[src/rtl/hazard_stall_controller.sv]
// Pipeline hazard sequencer: load-use stalls, mult/div occupancy stalls and
// taken-branch flushes, with saturating stall and flush cycle counters.
module hazard_stall_controller #(
   parameter int LOAD_STALL_CYCLES = 1,
   parameter int CNT_W             = 16
) (
   input  logic             clk,
   input  logic             reset,
   input  logic [4:0]       IF_ID_RegisterRs,
   input  logic [4:0]       IF_ID_RegisterRt,
   input  logic             UsesRt_ID,
   input  logic             MD_Req_ID,
   input  logic [4:0]       ID_EX_RegisterRt,
   input  logic             MemRead_EX,
   input  logic             Branch_Taken_EX,
   input  logic             md_done,
   output logic             PC_Write,
   output logic             IF_ID_Write,
   output logic             IF_ID_Flush,
   output logic             ID_EX_Flush,
   output logic             md_start,
   output logic             md_abort,
   output logic [CNT_W-1:0] stall_count,
   output logic [CNT_W-1:0] flush_count
);

   // state   | meaning
   // RUN     | normal issue; hazards detected here
   // LS_WAIT | remaining load-use stall cycles (ls_cnt left, exits at 1)
   // MD_WAIT | mult/div busy; pipeline held until md_done
   typedef enum logic [1:0] {
      RUN     = 2'd0,
      LS_WAIT = 2'd1,
      MD_WAIT = 2'd2
   } state_t;

   localparam int LS_W = (LOAD_STALL_CYCLES > 1) ? $clog2(LOAD_STALL_CYCLES) + 1 : 1;
   localparam logic [LS_W-1:0] LS_LOAD = LS_W'(LOAD_STALL_CYCLES - 1);
   localparam logic [LS_W-1:0] LS_ONE  = LS_W'(1);
   localparam bit MULTI_STALL = (LOAD_STALL_CYCLES > 1);

   state_t          state, state_nxt;
   logic [LS_W-1:0] ls_cnt, ls_cnt_nxt;
   logic            load_use;
   logic            rs_match, rt_match;

   assign rs_match = (ID_EX_RegisterRt == IF_ID_RegisterRs);
   assign rt_match = UsesRt_ID & (ID_EX_RegisterRt == IF_ID_RegisterRt);
   assign load_use = MemRead_EX & (ID_EX_RegisterRt != 5'd0) & (rs_match | rt_match);

   always_comb begin
      state_nxt   = state;
      ls_cnt_nxt  = ls_cnt;
      PC_Write    = 1'b1;
      IF_ID_Write = 1'b1;
      IF_ID_Flush = 1'b0;
      ID_EX_Flush = 1'b0;
      md_start    = 1'b0;
      md_abort    = 1'b0;

      if (reset) begin
         PC_Write    = 1'b0;
         IF_ID_Write = 1'b0;
         IF_ID_Flush = 1'b1;
         ID_EX_Flush = 1'b1;
         state_nxt   = RUN;
         ls_cnt_nxt  = '0;
      end else begin
         unique case (state)
            RUN: begin
               if (Branch_Taken_EX) begin
                  IF_ID_Flush = 1'b1;
                  ID_EX_Flush = 1'b1;
               end else if (load_use) begin
                  PC_Write    = 1'b0;
                  IF_ID_Write = 1'b0;
                  ID_EX_Flush = 1'b1;
                  if (MULTI_STALL) begin
                     state_nxt  = LS_WAIT;
                     ls_cnt_nxt = LS_LOAD;
                  end
               end else if (MD_Req_ID) begin
                  md_start    = 1'b1;
                  PC_Write    = 1'b0;
                  IF_ID_Write = 1'b0;
                  ID_EX_Flush = 1'b1;
                  state_nxt   = MD_WAIT;
               end
            end

            LS_WAIT: begin
               if (Branch_Taken_EX) begin
                  IF_ID_Flush = 1'b1;
                  ID_EX_Flush = 1'b1;
                  state_nxt   = RUN;
                  ls_cnt_nxt  = '0;
               end else begin
                  PC_Write    = 1'b0;
                  IF_ID_Write = 1'b0;
                  ID_EX_Flush = 1'b1;
                  if (ls_cnt == LS_ONE) begin
                     state_nxt  = RUN;
                     ls_cnt_nxt = '0;
                  end else begin
                     ls_cnt_nxt = ls_cnt - LS_ONE;
                  end
               end
            end

            MD_WAIT: begin
               // a taken branch here is a protocol error; the flush wins over md_done
               if (Branch_Taken_EX) begin
                  IF_ID_Flush = 1'b1;
                  ID_EX_Flush = 1'b1;
                  md_abort    = 1'b1;
                  state_nxt   = RUN;
               end else if (md_done) begin
                  state_nxt = RUN;
               end else begin
                  PC_Write    = 1'b0;
                  IF_ID_Write = 1'b0;
                  ID_EX_Flush = 1'b1;
               end
            end

            default: state_nxt = RUN;
         endcase
      end
   end

   always_ff @(posedge clk) begin
      if (reset) begin
         state  <= RUN;
         ls_cnt <= '0;
      end else begin
         state  <= state_nxt;
         ls_cnt <= ls_cnt_nxt;
      end
   end

   always_ff @(posedge clk) begin
      if (reset) begin
         stall_count <= '0;
         flush_count <= '0;
      end else begin
         if (!PC_Write && (stall_count != {CNT_W{1'b1}}))
            stall_count <= stall_count + CNT_W'(1);
         if (IF_ID_Flush && (flush_count != {CNT_W{1'b1}}))
            flush_count <= flush_count + CNT_W'(1);
      end
   end

endmodule

[config.mk]
export PLATFORM = sky130hd
export DESIGN_NAME = hazard_stall_controller
export DESIGN_NICKNAME = d
export VERILOG_FILES = /design/src/rtl/hazard_stall_controller.sv
export SDC_FILE = /design/constraint.sdc
export NUM_CORES = 1
export LEC_CHECK = 0
export ABC_AREA = 0
export BUFFER_PORTS_ARGS = -buffer_cell sky130_fd_sc_hd__clkbuf_2
export CORE_ASPECT_RATIO = 0.9
export CORE_UTILIZATION = 50
export CTS_CLUSTER_DIAMETER = 120
export DETAILED_ROUTE_END_ITERATION = 12
export PLACE_DENSITY = 0.76
export SETUP_SLACK_MARGIN = 0.02
export SLEW_MARGIN = 5
export SYNTH_ARGS = -nofsm -noshare
export SYNTH_HDL_FRONTEND = slang
export SYNTH_SLANG_ARGS = --single-unit
[constraint.sdc]
create_clock -name clk -period 2.2 [get_ports clk]
set_input_delay 0.22 -clock clk [delete_from_list [all_inputs] [get_ports clk]]
set_output_delay 0.22 -clock clk [all_outputs]
set_load 0.01 [all_outputs]
==> out/metrics.yaml <==
wl_met3_um: 240
area_growth_pct: 29.9
nNetsFinal: 315
antenna_found_initial: 0
drt-initial-drc-count: 114
ys_ff_latch: 33
hold_class: "input pin to register"
crit_arrival_ns: 2.21
drv_cap: 0
post_cts_buffers: 0
skew_ns: 0.00702
worstPathMaxFanout: 8
cp.required_ns: 2.42
async_reset_ff_frac: 0
setup.worst_path.end: "stall_count[4]"
tightest_slew_ns: 0.642
startpoint_type: "register"
r2r_setup_slack_ns: 0.21
drive_above_1_share: 0.305
leakage_nw: 0.961
ant_nets: 0
met2_length_um: 1950
rows: 20
fin_total_pwr_w: 0.00135
place_congestion: 0.778
vias: 1871
grt_pass1_vias: 1602
setup_tns_ns: 0
dpl.hpwl_um: 3020
start_util: 0.527
hold_violations: 0
cts_buffers: 5
powerDensity_mw_per_mm2: 579
grt_max_degree: 40
die_width_um: 65.1
dieArea_mm2: 0.00383
final_common_cell: "clkbuf_2"
relSlewSlack: 0.569
grt_pass1_wl_um: 6830
die_y_um: 58.8
first_pass_iters: 4
dpl.cell_count: 328
wl_um: 4180
synthCells: 220
r2r_cells: 6
io_pins: 60
viasPerCell: 5.57
clk_latency_ns: 0.28
core-area_mm2: 0.00340
numClockSinks: 33
cts_tree: "built"
port_buffers: 59
grt_usage: 0.230
synth_edf_count: 0
clockBufferDepth: 2
rr_endpoint: "stall_count[4]"
drc: 0
wl_per_cell_um: 12.4
status: "completed"
r2r-start: "state[1]"
clockRootBuffer: "clkbuf_8"
min_period_ns: 1.99
overflow: 0
cp-end-kind: "register"
top_layer: "met4"
peakVddDrop_mv: 0.340
fin_cells: 336
setup_viol: 0
cp-startpoint: "state[1]"
yosys_most_used_dff: "dfxtp_1"
m1WireLength_um: 1970
rsz0062_at_grt: "no"
syn-cell-area_mm2: 0.00179
yosysWarnings: 0
fin_crit_sh: 0.905
cts_max_level: 2
insertedDiodeCount: 0
max_freq_ghz: 0.502
syn_nets: 244
final_cell_mix: "clkbuf_2 (59), dfxtp_1 (33), nor2_1 (27)"
critical_path_class: "register to register"
synth-seq-area-share: 0.368
syn_avg_cell_area_um2: 8.15
synth_cell_types: 35
cts.clk_slew.worst_paths_ns: 0.07
report.final.slew_viol_count: 0
==> critical path, stage by stage, from the launching register on <==
cell	delay [ns]
dfxtp_1	0.32
and2_1	0.15
or2_2	0.30
or2_0	0.36
buf_4	0.21
or4_1	0.46
a21oi_1	0.14
==> stage by stage <==
stage | setup slack, ns | cell area [um2] | utilization | hold WS (ns)
3_3_place_gp | 0.00917 | 2200 | 0.648 | 0.487
2_1_floorplan | 0.124 | 1790 | - | 0.330
5_1_grt | 0.0687 | 2330 | 0.684 | 0.288
6_report | 0.208 | 2330 | 0.684 | 0.270
4_1_cts | 0.0748 | 2320 | 0.682 | 0.264
3_5_place_dp | 0.000667 | 2200 | 0.648 | 0.491
==> cells by family (layout without fill, tap and decap cells) <==
kind of cell	after synthesis	count (layout)	share of synthesized area
DFF	33	33	0.368
and+or+nand+nor	107	107	0.318
muxes	4	4	0.0251
AOI/OAI and AO/OA	35	35	0.122
xor gates and xnor gates	22	22	0.107
adders and majority gates	2	2	0.0140
buffers and inverters	17	89	0.0454
==> cells in the mapped netlist, drive strengths merged (2+ instances only) <==
cell,instances,area (um2)
a21oi,14,70.1
a311oi,2,17.5
and2,3,18.8
and3,3,18.8
buf,7,43.8
clkbuf,4,15.0
dfxtp,33,661
ha,2,25.0
inv,6,22.5
mux2,4,45.0
nand2,13,48.8
nand3,17,85.1
nand4,10,62.6
nor2,27,101
nor2b,4,25.0
nor3,2,10.0
nor3b,3,22.5
nor4,7,43.8
o21a,2,15.0
o21ai,5,25.0
o31ai,10,75.1
or2,2,12.5
or3,2,12.5
or4,11,82.6
xnor2,4,35.0
xor2,18,158
==> power by group <==
group / leakage [nW] / total [W] / internal [W] / switching, W
combinational: 0.636 / 0.000145 / 0.0000645 / 0.0000809
sequential: 0.267 / 0.000612 / 0.000605 / 0.00000689
clock: 0.0585 / 0.000590 / 0.000369 / 0.000221
==> routing by layer <==
layer / GRT usage / vias to the layer above
li1: - / 941
met1: 0.305 / 870
met2: 0.366 / 58
met3: 0.0659 / 2
met4: 0.0652 / 0
met5: 0 / -
==> timing repair <==
| action | 4_1_cts | 5_1_grt |
|---|---|---|
| endpoints found under the setup margin | 0 | 3 |
| hold buffers | 0 | 0 |
| gates resized for setup | 0 | 2 |
==> flip-flops by register name, indices dropped and copies added (netlist names) <==
register	flops
state	1
flush_count	16
stall_count	16
==> final cells by class <==
class	count	area, um2
inverters	6	22.5
multi-input cells	170	1060
repair buffers	75	415
clock inverters	1	30.0
flip-flops and latches	33	661
fillers	307	1070
well taps	44	55.1
clock buffers	7	86.3
==> worst min path at each step <==
stage,from,to,slack (ns),cells after the start
6_report,Branch_Taken_EX,flush_count[2],0.27,3
5_1_grt,Branch_Taken_EX,flush_count[2],0.29,3
4_1_cts,Branch_Taken_EX,flush_count[2],0.26,3
3_5_place_dp,flush_count[1],flush_count[1],0.49,2
3_3_place_gp,flush_count[1],flush_count[1],0.49,2
2_1_floorplan,Branch_Taken_EX,flush_count[2],0.33,1
Note: power is estimated with default switching activity, not from simulation.
